File: src/rtl/serv_dbus_pkg.sv
// Shared definitions for the data-bus controller: FSM encoding and Wishbone widths.
package serv_dbus_pkg;

  localparam int AW = 32;
  localparam int DW = 32;
  localparam int SW = 4;

  typedef enum logic [1:0] {
    ST_IDLE = 2'd0,
    ST_BUS  = 2'd1,
    ST_RESP = 2'd2
  } state_e;

endpackage

File: src/rtl/serv_dbus_timeout.sv
// Wait-state counter for an outstanding bus cycle. tc_o flags the last allowed cycle.
module serv_dbus_timeout #(
  parameter int unsigned TIMEOUT = 255,
  parameter int unsigned CW      = 8
) (
  input  logic clk_i,
  input  logic rst_i,
  input  logic clr_i,
  input  logic en_i,
  output logic tc_o
);

  logic [CW-1:0] cnt_q, cnt_d;

  always_comb begin
    cnt_d = cnt_q;
    if (clr_i) begin
      cnt_d = '0;
    end else if (en_i) begin
      cnt_d = cnt_q + 1'b1;
    end
  end

  always_ff @(posedge clk_i or posedge rst_i) begin
    if (rst_i) begin
      cnt_q <= '0;
    end else begin
      cnt_q <= cnt_d;
    end
  end

  assign tc_o = (cnt_q == CW'(TIMEOUT - 1));

endmodule

File: src/rtl/serv_dbus_ctrl.sv
// Data-bus transaction controller: one Wishbone classic cycle per core load/store,
// registered response pulses, and an optional watchdog on slave hangs.
module serv_dbus_ctrl
  import serv_dbus_pkg::*;
#(
  parameter int unsigned TIMEOUT = 255,
  parameter int unsigned CW      = 8
) (
  input  logic          i_clk,
  input  logic          i_rst,
  input  logic          i_req,
  input  logic          i_we,
  input  logic [AW-1:0] i_adr,
  input  logic [DW-1:0] i_dat,
  input  logic [SW-1:0] i_sel,
  input  logic          i_misalign,
  output logic [DW-1:0] o_rdt,
  output logic          o_ack,
  output logic          o_err,
  output logic          o_busy,
  output logic [AW-1:0] o_wb_adr,
  output logic [DW-1:0] o_wb_dat,
  output logic [SW-1:0] o_wb_sel,
  output logic          o_wb_we,
  output logic          o_wb_cyc,
  input  logic [DW-1:0] i_wb_rdt,
  input  logic          i_wb_ack,
  input  logic          i_wb_err
);

  state_e        state_q, state_d;
  logic [DW-1:0] rdt_q, rdt_d;
  logic [AW-1:0] adr_q, adr_d;
  logic [DW-1:0] dat_q, dat_d;
  logic [SW-1:0] sel_q, sel_d;
  logic          we_q, we_d;
  logic          cyc_q, cyc_d;
  logic          ack_q, ack_d;
  logic          err_q, err_d;
  logic          cnt_clr, cnt_en, cnt_tc;

  // Word-aligned bus: the byte offset is already encoded in i_sel.
  logic unused_adr;
  assign unused_adr = ^i_adr[1:0];

  always_comb begin
    state_d = state_q;
    rdt_d   = rdt_q;
    adr_d   = adr_q;
    dat_d   = dat_q;
    sel_d   = sel_q;
    we_d    = we_q;
    cyc_d   = cyc_q;
    ack_d   = 1'b0;
    err_d   = 1'b0;
    cnt_clr = 1'b0;
    cnt_en  = 1'b0;
    case (state_q)
      ST_IDLE: begin
        if (i_req) begin
          if (i_misalign) begin
            err_d   = 1'b1;
            state_d = ST_RESP;
          end else begin
            adr_d   = {i_adr[AW-1:2], 2'b00};
            dat_d   = i_dat;
            sel_d   = i_sel;
            we_d    = i_we;
            cyc_d   = 1'b1;
            cnt_clr = 1'b1;
            state_d = ST_BUS;
          end
        end
      end
      ST_BUS: begin
        // Error takes priority over a coincident ack.
        if (i_wb_err) begin
          cyc_d   = 1'b0;
          err_d   = 1'b1;
          state_d = ST_RESP;
        end else if (i_wb_ack) begin
          cyc_d   = 1'b0;
          ack_d   = 1'b1;
          if (!we_q) begin
            rdt_d = i_wb_rdt;
          end
          state_d = ST_RESP;
        end else if (cnt_tc) begin
          cyc_d   = 1'b0;
          err_d   = 1'b1;
          state_d = ST_RESP;
        end else begin
          cnt_en = 1'b1;
        end
      end
      ST_RESP: begin
        state_d = ST_IDLE;
      end
      default: begin
        cyc_d   = 1'b0;
        state_d = ST_IDLE;
      end
    endcase
  end

  always_ff @(posedge i_clk or posedge i_rst) begin
    if (i_rst) begin
      state_q <= ST_IDLE;
      rdt_q   <= '0;
      adr_q   <= '0;
      dat_q   <= '0;
      sel_q   <= '0;
      we_q    <= 1'b0;
      cyc_q   <= 1'b0;
      ack_q   <= 1'b0;
      err_q   <= 1'b0;
    end else begin
      state_q <= state_d;
      rdt_q   <= rdt_d;
      adr_q   <= adr_d;
      dat_q   <= dat_d;
      sel_q   <= sel_d;
      we_q    <= we_d;
      cyc_q   <= cyc_d;
      ack_q   <= ack_d;
      err_q   <= err_d;
    end
  end

  generate
    if (TIMEOUT != 0) begin : g_tmo
      serv_dbus_timeout #(
        .TIMEOUT(TIMEOUT),
        .CW     (CW)
      ) u_timeout (
        .clk_i(i_clk),
        .rst_i(i_rst),
        .clr_i(cnt_clr),
        .en_i (cnt_en),
        .tc_o (cnt_tc)
      );
    end else begin : g_no_tmo
      logic unused_cnt;
      assign unused_cnt = cnt_clr ^ cnt_en;
      assign cnt_tc     = 1'b0;
    end
  endgenerate

  assign o_rdt    = rdt_q;
  assign o_ack    = ack_q;
  assign o_err    = err_q;
  assign o_busy   = (state_q != ST_IDLE);
  assign o_wb_adr = adr_q;
  assign o_wb_dat = dat_q;
  assign o_wb_sel = sel_q;
  assign o_wb_we  = we_q;
  assign o_wb_cyc = cyc_q;

endmodule

File: config.mk
export PLATFORM = sky130hd
export DESIGN_NAME = serv_dbus_ctrl
export DESIGN_NICKNAME = d
export VERILOG_FILES = /design/src/rtl/serv_dbus_pkg.sv /design/src/rtl/serv_dbus_timeout.sv /design/src/rtl/serv_dbus_ctrl.sv
export SDC_FILE = /design/constraint.sdc
export NUM_CORES = 1
export LEC_CHECK = 0
export ABC_AREA = 1
export BUFFER_PORTS_ARGS = -buffer_cell sky130_fd_sc_hd__buf_2
export CAP_MARGIN = 25
export CORE_UTILIZATION = 42
export DETAILED_ROUTE_END_ITERATION = 10
export HOLD_SLACK_MARGIN = 0.08
export PLACE_DENSITY = 0.73
export SLEW_MARGIN = 25
export SYNTH_ARGS = -nofsm -noshare
export SYNTH_HDL_FRONTEND = slang
export SYNTH_SLANG_ARGS = --single-unit
File: constraint.sdc
create_clock -name i_clk -period 3.29 [get_ports i_clk]
set_clock_uncertainty 0.15 [all_clocks]
set_input_delay 0.4935 -clock i_clk [delete_from_list [all_inputs] [get_ports i_clk]]
set_output_delay 0.4935 -clock i_clk [all_outputs]
set_load 0.02 [all_outputs]
======== Word level (Yosys, flattened, before mapping) ========
Cells that the tools add are included.
cells by class
  add/subtract/negate cells ............... 1
  eq/ne operators ......................... 6
  muxes and demuxes ....................... 30
  bitwise gates (word level) .............. 4
  reductions and logical operators ........ 7
operators by type and width
  cell                   number
  $mux W1                20
  $mux W8                2
  $mux W2                5
  $add A8 B1 Y8 const B  1
  $eq A8 B8 Y1 const B   1
  $reduce_and A4 Y1      2
  $ne A2 B2 Y1 const B   2
  $ne A4 B4 Y1 const B   1
  $not A1 Y1             4
  $pmux W2 S2            1
  $reduce_bool A2 Y1     2
  $pmux W1 S3            1
  $reduce_and A3 Y1      1
  $eq A2 B1 Y1 const B   1
  $eq A2 B2 Y1 const B   1
  $logic_not A2 Y1       1
  $pmux W1 S2            1
  $reduce_and A2 Y1      1
word-level totals
  register bits after elaboration ......... 112
  bits of input ports ..................... 107
  output and inout port bits .............. 105

======== Depth between registers and ports, before layout ========
Gate-level depths: netlist of the first run.
  depth in word-level cells ............... 7
  mapped depth ............................ 10
  mapped depth without buffers ............ 10

======== Hierarchy ========
Synthesis of the first run repeated with hierarchy kept, for this count alone.
unflattened totals
  cells, all modules ...................... 513
  area total of the unflattened synthesis .. 4520.6 um^2
by module, submodules not included
  module             times used  cells an instance  area each (um^2)  sequential area each (um^2)
  serv_dbus_ctrl     1           453                4050.1            2602.5
  serv_dbus_timeout  1           60                 470.5             200.2

======== Least setup slack after synthesis of the first run ========
OpenSTA, ideal clock, no wires.
  path type ............................... input to register
  from .................................... input i_wb_ack
  to ...................................... register rdt_q[28] (netlist: o_rdt[28])
  data arrival time ....................... 1195 ps
  data required time ...................... 3023 ps
  setup slack ............................. 1827 ps
  stages .................................. 6
  cell sequence ........................... inv_1 nor3_4 nand2_4 buf_6 nand2_1 nand2_1
on the way
  longest elaborated chain between the ends .. 1
RTL lines
  element                      RTL line               text
  from (decl)                  serv_dbus_ctrl.sv:27   input logic i_wb_ack,
  $reduce_and A4 Y1 (no line)  n/a
  to (signal assigned)         serv_dbus_ctrl.sv:119  rdt_q <= rdt_d;
  to (decl)                    serv_dbus_ctrl.sv:32   logic [DW-1:0] rdt_q, rdt_d;
No other way between the ends.
A chain may end at the register's enable or synchronous reset.

======== Worst setup path in the final report of the first run ========
  from .................................... register we_q (netlist: o_wb_we)
  to ...................................... register rdt_q[15] (netlist: o_rdt[15])
on the way
  longest elaborated chain between the ends .. 2
RTL lines
  element                      RTL line               text
  from (decl)                  serv_dbus_ctrl.sv:36   logic we_q, we_d;
  from (signal assigned)       serv_dbus_ctrl.sv:123  we_q <= we_d;
  $not A1 Y1 (no line)         n/a
  $reduce_and A4 Y1 (no line)  n/a
No other way between the ends.

==> results of run 1 <==
[worst reg2reg max path, cell delays in order, from the launching register on]
cell and delay, ns:
dfrtp_1 0.35, clkinv_1 0.74, nand2_4 0.65, nand2_1 0.13, nand2_1 0.07
[final cells by class]
| cell class | instances | area, um2 |
|---|---|---|
| Tap cell | 136 | 170 |
| Inverter | 15 | 65.1 |
| Sequential cell | 112 | 2800 |
| Clock inverter | 5 | 78.8 |
| Clock buffer | 10 | 138 |
| Timing Repair Buffer | 212 | 1100 |
| Multi-Input combinational cell | 372 | 1540 |
| Fill cell | 952 | 4520 |
[sequential cells by signal (all words and copies together), names as in the netlist]
name,count
g_tmo.u_timeout.cnt_q,8
o_wb_adr,30
o_wb_sel,4
state_q,2
o_rdt,32
o_wb_we,1
o_wb_cyc,1
o_wb_dat,32
o_ack,1
o_err,1
[layer usage]
| metal | global-route usage | up-vias | part of all wire |
|---|---|---|---|
| met1 | 0.228 | 1857 | 0.43 |
| met2 | 0.338 | 155 | 0.47 |
| met4 | 0.0744 | 0 | 0.014 |
| met5 | 0 | - | 0 |
| li1 | - | 1996 | - |
| met3 | 0.0552 | 12 | 0.088 |
[synth_stat cells]
| master | count |
|---|---|
| nand2_1 | 295 |
| dfrtp_1 | 112 |
| nand3_1 | 40 |
| buf_2 | 13 |
| nor2_1 | 13 |
| inv_1 | 11 |
| buf_4 | 6 |
| buf_6 | 4 |
| a21oi_1 | 3 |
| clkbuf_1 | 3 |
| o21ai_0 | 3 |
| xor2_1 | 3 |
| ha_1 | 2 |
| inv_2 | 2 |
| nand2_2 | 2 |
| nand2_4 | 2 |
| nand4_1 | 2 |
| o22ai_1 | 2 |
| clkinv_1 | 1 |
| clkinv_4 | 1 |
| conb_1 | 1 |
| nor2_4 | 1 |
| nor3_4 | 1 |
| o21ai_1 | 1 |
[power by group]
part	internal, mW	leakage (nW)	total (mW)	switching (mW)
combinational	0.624	1.97	1.93	1.30
clock	0.446	0.113	0.885	0.439
sequential	1.88	1.42	2.15	0.270
total	2.95	3.50	4.97	2.01
[cell usage in the layout, fill, tap and decap left out, drive strengths merged, types with 3 or more instances in the layout]
cell	count
nor2	14
a21oi	3
buf	212
dfrtp	112
inv	13
nand3	40
o21ai	4
clkbuf	10
clkinv	4
xor2	3
nand2	299
[how the worst max path moves through the flow]
stage | from | endpoint | slack [ns] | cells past startpoint
floorplan | i_rst | g_tmo.u_timeout.cnt_q[0] | 1.29 | 1
global placement | o_wb_we | o_rdt[6] | 1.23 | 4
detailed placement | o_wb_we | o_rdt[2] | 1.14 | 4
CTS | o_wb_we | o_rdt[2] | 1.12 | 4
global route | o_wb_we | o_rdt[5] | 0.93 | 4
finish | o_wb_we | o_rdt[15] | 1.14 | 4
[cells by family (layout without fill, tap and decap cells)]
group / Yosys count / count (layout) / share of synthesized area
other: 1 / 2 / 0.000822
flip-flops: 112 / 112 / 0.614
buffers and inverters: 41 / 242 / 0.0499
adder cells (fa/ha/maj): 2 / 2 / 0.00548
XOR/XNOR: 3 / 3 / 0.00576
AND/OR/NAND/NOR: 356 / 356 / 0.314
AO/OA/AOI/OAI: 9 / 9 / 0.0104
==> impl_metrics.tcl, run 1 <==
set metrics [dict create \
    postSynthCellCount 524 \
    synth_top_area_frac 0.614 \
    clk_latency_ns 0.36 \
    critPathRequiredTime_ns 3.44 \
    placementRows 37 \
    place_ws_ns 1.14 \
    setup_viol 0 \
    cts_max_level 3 \
    post_dp_cell_area_um2 5680 \
    yosysTopAreaCell "dfrtp_1" \
    ios 212 \
    path_class "reg -> reg" \
    layout-drive-gt1-share 0.328 \
    n_antenna_cell 0 \
    crit_path_start_kind "flip-flop" \
    p_total_mw 4.97 \
    reg2reg_to "o_rdt[15]" \
    outcome "completed" \
    fmax_mhz 464 \
    tightest_slew_ns 0.951 \
    nets 831 \
    tritoncts "yes" \
    cts_setup_buffers 0 \
    holdWs_ns 0.125 \
    fin_crit_ns 2.15 \
    rsz0062_at_grt "false" \
    dpl.hpwl_mm 7.71 \
    worstReg2RegStart "o_wb_we" \
    slowest_stage "clkinv_1" \
    fin_area_um2 5890 \
    fin_util 0.566 \
    cp.arrival_ns 2.30 \
    numCtsBuffers 9 \
    critPathMaxFanout 34 \
    crit_path_end_kind "flip-flop" \
    grtUsageTotal 0.195 \
    cts.sinks 112 \
    crit_path_max_incr_delay_ns 0.74 \
    clk_pin_slew_ns 0.10 \
    via_count 4020 \
    hold_violations 0 \
    cts.repair.resized 0 \
    routed_wl_mm 10.8 \
    syn_area_um2 4560 \
    die-area_um2 11300 \
    port_buffers 207 \
    synthTopCellsByArea "dfrtp_1 61%, nand2_1 24%, nand3_1 4.4%" \
    initialDrtViolationCount 218 \
    crit_chain "clkinv_1 > nand2_4 > nand2_1 > nand2_1" \
    vdd_drop_max_v 0.000412 \
    gp_congestion 0.791 \
    drtAntennaViolNets 0 \
    synth_cell_types 24 \
    relSlewSlack 0.362 \
    dpl.cell_count 847 \
    drtPass1Iterations 4 \
    hold_buffers 0 \
    grt_pass1_wl_mm 17.5 \
    critPathTopFamily "simple AND/OR/NAND/NOR gates" \
    leakage_nw 3.50 \
    hold_path_class "in -> async" \
    core_um2 10400 \
    instances_no_fill 862 \
    synth_area_per_cell_um2 8.71 \
    initial_core_util 0.438 \
    overflow 0 \
    grt_pass1_vias 3865 \
    drt-wirelength-per-cell_um 12.5 \
    drc 0 \
    die_h_um 106 \
    root_buffer "clkbuf_8" \
    final_max_slew_viol_count 0 \
    r2r_slack_ns 1.14 \
    period_share 0.655 \
    syn_to_final_growth_pct 29.1 \
    worst_slack_ns 1.14 \
    ys_ff_latch 112 \
    yosysSeqAreaShare 0.614 \
    ys_warn_count 0 \
    cpMostUsedCell "nand2_1" \
    power.density_nw_per_um2 843 \
    tns_ns 0 \
    max-clock-path-buffers 2 \
    cap_viol_max_count 0 \
    worst-r2r-cell-count 4 \
    die_w_um 106 \
    antenna_found_initial 0 \
    vias_per_cell 4.66 \
    crit_buf_inv 1 \
    grt_max_degree 74 \
]
(Power assumes the default switching activity.)
==> inputs of run 2 (changes only) <==
- CORE_UTILIZATION: 42 -> 47
- PLACE_DENSITY: 0.73 -> 0.77
- clock period: 3.29 -> 2.2 ns (I/O delays scaled with it)
==> run 2 against run 1 <==
Combinational power up 63%. Critical path type is now reg -> out. Sequential power grew 52%. First-iteration DRC count down 5.0%. Largest power group unchanged. Clock power up 38%. Wire length grew 28%. Sequential cell count stayed put. Via count is 15% higher. Worst setup slack got worse by 0.71 ns. Core utilization is 17 points higher.
==> impl_metrics.tcl, run 2 (synthesis results as in run 1) <==
set metrics [dict create \
    die_h_um 101 \
    port_buffers 207 \
    ios 212 \
    max-clock-path-buffers 2 \
    cts_setup_buffers 0 \
    path_class "reg -> out" \
    critPathMaxFanout 4 \
    worst-r2r-cell-count 6 \
    layout-drive-gt1-share 0.290 \
    p_seq_frac 0.427 \
    via_count 4639 \
    fin_util 0.736 \
    critPathRequiredTime_ns 1.72 \
    holdWs_ns 0.102 \
    hold_buffers 97 \
    grtUsageTotal 0.278 \
    hold_violations 0 \
    worstReg2RegStart "state_q[1]" \
    vias_per_cell 4.86 \
    overflow 0 \
    die_w_um 101 \
    combPwrFrac 0.412 \
    p_int_mw 4.41 \
    syn_to_final_growth_pct 50.3 \
    period_share 0.806 \
    cp.arrival_ns 1.29 \
    numCtsBuffers 9 \
    fin_area_um2 6860 \
    vdd_drop_max_v 0.000585 \
    initial_core_util 0.489 \
    nFillCells 621 \
    final_common_cell "nand2_1" \
    power.density_nw_per_um2 1110 \
    clk_pin_slew_ns 0.10 \
    setup_viol 0 \
    clk_latency_ns 0.35 \
    nets 930 \
    worstHoldPathCells 3 \
    crit_path_end_kind "output port" \
    multi_input_area_um2 1540 \
    n_antenna_cell 0 \
    cts_max_level 3 \
    gp_congestion 0.857 \
    hold_start "i_wb_rdt[0]" \
    post_dp_cell_area_um2 5700 \
    final_max_slew_viol_count 0 \
    drtPass1Iterations 5 \
    tritoncts "yes" \
    rsz0062_at_grt "false" \
    tns_ns 0 \
    root_buffer "clkbuf_8" \
    initialDrtViolationCount 207 \
    setup.worst_path.start "state_q[1]" \
    routed_wl_mm 13.8 \
    cts.sinks 112 \
    core_um2 9330 \
    antenna_found_initial 0 \
    drc 0 \
    outcome "completed" \
    placementRows 35 \
    fin_crit_ns 1.77 \
    cts.repair.resized 0 \
    drtAntennaViolNets 0 \
    switching_power_mw 3.23 \
    dpl.hpwl_mm 7.87 \
    grt_pass1_wl_mm 21.8 \
    cap_viol_max_count 0 \
    drt-wirelength-per-cell_um 14.5 \
    die-area_um2 10100 \
    hold_path_class "in -> reg" \
    fmax_mhz 564 \
    seq_area_um2 2800 \
    final_cell_mix "294 x nand2_1, 207 x buf_2, 112 x dfrtp_1" \
    leakage_nw 3.91 \
    crit_path_start_kind "flip-flop" \
    p_clk_frac 0.160 \
    switching_share 0.422 \
    grt_pass1_vias 4574 \
    grt_max_degree 71 \
]
run 2: changes by cell type in the layout (fill, tap and decap cells not counted):
cell           delta
buf_12            +1
buf_4             +1
clkinv_2          -2
clkinv_4          +3
clkbuf_1          +1
inv_8             +1
inv_6             -1
bufinv_16         -1
dlygate4sd3_1    +97
clkbuf_8          -1
run 2: metal layers:
metal  global-route usage  part of all wire  vias up
li1                     -                 -     2189
met1                0.330              0.39     2189
met2                0.486              0.50      233
met3               0.0721             0.088       28
met4                0.105             0.019        0
met5                    0                 0        -
run 2: path summary, 6_finish.rpt:
check | endpoint | slack (ns)
max reg2reg | o_wb_adr[12] | 0.46
min reg2reg | o_rdt[4] | 0.33
min in group asynchronous | o_wb_dat[13] | 0.28
max | o_busy | 0.43
min | o_rdt[0] | 0.10
max in group asynchronous | o_wb_dat[24] | 1.10
run 2: through the flow:
step	power, mW	std cells	setup WS (ns)
detailed placement	6.19	842	0.475
finish	7.64	954	0.426
global placement	6.10	842	0.519
floorplan	5.05	525	0.363
global route	8.11	954	0.297
CTS	7.56	954	0.399
run 2: area by class of cell:
| class | count | share of cell area |
|---|---|---|
| Timing Repair Buffer | 311 | 0.306 |
| Tap cell | 129 | 0.0235 |
| Inverter | 15 | 0.00948 |
| Clock inverter | 5 | 0.00985 |
| Sequential cell | 112 | 0.408 |
| Clock buffer | 10 | 0.0186 |
| Multi-Input combinational cell | 372 | 0.224 |
run 2: critical path, cell delays in order (launching register included):
cell and delay (ns):
dfrtp_1 0.43, nor2_1 0.26, inv_1 0.08, buf_2 0.17
run 2: power by group through the flow:
| stage | clock [mW] | sequential, mW | combinational, mW |
|---|---|---|---|
| 6_report | 1.22 | 3.27 | 3.15 |
| 5_1_grt | 1.36 | 3.34 | 3.41 |
| 4_1_cts | 1.25 | 3.22 | 3.08 |
| 3_5_place_dp | 0 | 3.24 | 2.95 |
| 3_3_place_gp | 0 | 3.21 | 2.88 |
| 2_1_floorplan | 0 | 4.19 | 0.864 |
==> inputs of run 3 (changes only) <==
- ABC_AREA: 1 -> 0
- CORE_UTILIZATION: 47 -> 46
- PLACE_DENSITY: 0.77 -> 0.76
- clock period: 2.2 -> 1.75 ns (I/O delays scaled with it)
==> run 3 against run 2 <==
The run now ends with setup timing left. Register-to-register slack got worse by 0.56 ns. Wire length rose by 14%. Clock power rose by 32%. Die area rose by 1.2%. Worst setup slack got worse by 0.53 ns. Count of clock-buffer cells in the layout fell by 1. Largest cell class unchanged.
==> impl_metrics.tcl, run 3 <==
set metrics [dict create \
    drtAntennaViolNets 0 \
    cp.arrival_ns 1.98 \
    setup_viol 32 \
    layout-drive-gt1-share 0.387 \
    synthTopCellsByArea "dfrtp_1 62%, nand2_1 17%, mux2_4 10%" \
    power.density_nw_per_um2 1250 \
    worst_slack_ns -0.103 \
    cts.sinks 112 \
    cap_viol_max_count 0 \
    grt_pass1_wl_mm 21.4 \
    crit_chain "and4bb_1 > nor2b_4 > buf_6 > clkbuf_16 > mux2_4" \
    yosysSeqAreaShare 0.620 \
    overflow 0 \
    ys_warn_count 0 \
    root_buffer "clkbuf_8" \
    hold_violations 0 \
    outcome "finished with violations" \
    muxShareOfSynthArea 0.109 \
    port_buffers 207 \
    grtUsageTotal 0.277 \
    ys_ff_latch 112 \
    ios 212 \
    final_cell_mix "207 x nand2_1, 206 x buf_2, 112 x dfrtp_1" \
    die_h_um 101 \
    die-area_um2 10200 \
    final_common_cell "nand2_1" \
    via_count 4425 \
    rsz0062_at_grt "true" \
    gp_congestion 0.774 \
    syn_area_um2 4520 \
    postSynthCellCount 422 \
    slowest_stage "dfrtp_1" \
    synth_common_cells "208 x nand2_1, 112 x dfrtp_1, 30 x mux2_4, 9 x buf_2, 7 x nor2_1" \
    yosysTopAreaCell "dfrtp_1" \
    synth_top_area_frac 0.620 \
    grt_pass1_vias 4412 \
    core_um2 9370 \
    synth_cell_types 34 \
    initialDrtViolationCount 209 \
    vias_per_cell 5.03 \
    p_total_mw 9.03 \
    die_w_um 101 \
    final_max_slew_viol_count 0 \
    antenna_found_initial 0 \
    holdWs_ns 0.104 \
    yosys.area_share.simple 0.210 \
    crit_path_start_kind "flip-flop" \
    fin_crit_ns 1.85 \
    syn_to_final_growth_pct 60.1 \
    synth_edf_count 0 \
    yosysMostFrequentCell "nand2_1" \
    placementRows 35 \
    async_reset_ff_frac 1.00 \
    max-clock-path-buffers 2 \
    cts_max_level 3 \
    clk_latency_ns 0.37 \
    critPathRequiredTime_ns 1.87 \
    synthAdderAreaFrac 0.00554 \
    crit_path_end_kind "flip-flop" \
    critPathMaxFanout 5 \
    tritoncts "yes" \
    n_antenna_cell 0 \
    leakage_nw 3.92 \
    synth_top_family_by_area "simple AND/OR/NAND/NOR gates" \
    synth-compound-area-share 0.0180 \
    drtPass1Iterations 5 \
    synth_area_per_cell_um2 10.7 \
    violations "setup timing" \
    vdd_drop_max_v 0.000568 \
    drc 0 \
    period_share 1.06 \
    grt_max_degree 91 \
    clk_pin_slew_ns 0.11 \
    hold_path_class "in -> reg" \
    synth_xor_area_frac 0.00387 \
    path_class "reg -> reg" \
    routed_wl_mm 15.8 \
    fmax_mhz 540 \
    dpl.hpwl_mm 7.71 \
    nets 855 \
    drt-wirelength-per-cell_um 17.9 \
    initial_core_util 0.482 \
    crit_path_max_incr_delay_ns 0.41 \
    numCtsBuffers 9 \
    ys.flop_type "dfrtp_1" \
]
## run 3: changes by cell type after synthesis, moves of 3 or more
cell	previous run	this run
nand3_1	40	2
mux2_4	0	30
or3_1	0	3
inv_1	11	2
buf_4	6	2
buf_2	13	9
nor2_1	13	7
nand2_1	295	208
nor3_1	0	3
## run 3: where the power goes
part,internal (mW),total [mW],leakage [nW],switching (mW)
combinational,1.48,3.55,2.41,2.07
clock,0.679,1.61,0.102,0.936
sequential,3.35,3.87,1.41,0.514
total,5.51,9.03,3.92,3.52
## run 3: worst max-delay path: cells and delay by family (launching register included)
family	cells	cell delay, ns
buf+inv	2	0.31
flops	1	0.41
mux	1	0.30
simple gates	2	0.58
## run 3: what timing repair did
item	4_1_cts	5_1_grt
gates resized for setup	3	15
endpoints found under the setup margin	84	103
hold buffers	102	0
gates cloned	2	3
pin swaps	3	2
buffers inserted	3	4
hold endpoints to repair	212	0
## run 3: per-layer routing
metal | part of all wire | global-route usage | wire length, um | vias to the layer above
met4 | 0.048 | 0.158 | 753 | 0
li1 | - | - | - | 1976
met2 | 0.51 | 0.489 | 7980 | 276
met5 | 0 | 0 | 0 | -
met3 | 0.079 | 0.0787 | 1240 | 73
met1 | 0.37 | 0.300 | 5780 | 2100
## run 3: per-stage QoR
step	setup WS, ns	utilization	cell area, um2	instances	setup TNS [ns]
2_1_floorplan	-0.0200	-	4530	423	-2.23
3_3_place_gp	-0.00190	0.616	5780	750	-0.00362
3_5_place_dp	-0.0741	0.616	5780	750	-1.05
4_1_cts	-0.0864	0.757	7090	873	-1.56
5_1_grt	-0.137	0.772	7240	880	-3.42
6_report	-0.103	0.772	7240	880	-2.25
## run 3: kinds of logic after synthesis
logic type / Yosys count
AND/OR/NAND/NOR: 235
AO/OA/AOI/OAI: 12
XOR/XNOR: 2
buffers and inverters: 24
adder cells (fa/ha/maj): 2
multiplexers: 34
flip-flops: 112
other: 1
## run 3: final timing paths
check                                   from      endpoint  slack (ns)  cells after the start
worst max-delay path              state_q[1]     o_rdt[12]       -0.10                      5
worst min-delay path                   i_req         o_err        0.10                      3
worst max register to register    state_q[1]     o_rdt[12]       -0.10                      5
worst min register to register  o_wb_dat[31]  o_wb_dat[31]        0.33                      2
max in group asynchronous              i_rst   o_wb_sel[2]        0.62                      4
min in group asynchronous              i_rst     o_rdt[11]        0.39                      4
## run 3: cell type report
cell class                 count  area (um2)
sequential                   112        2800
timing repair buffer         334        2450
fill                         573        2130
multi-input combinational    287        1620
tap                          129         161
clock buffer                   9         124
clock inverter                 7        76.3
inverter                       2        11.3
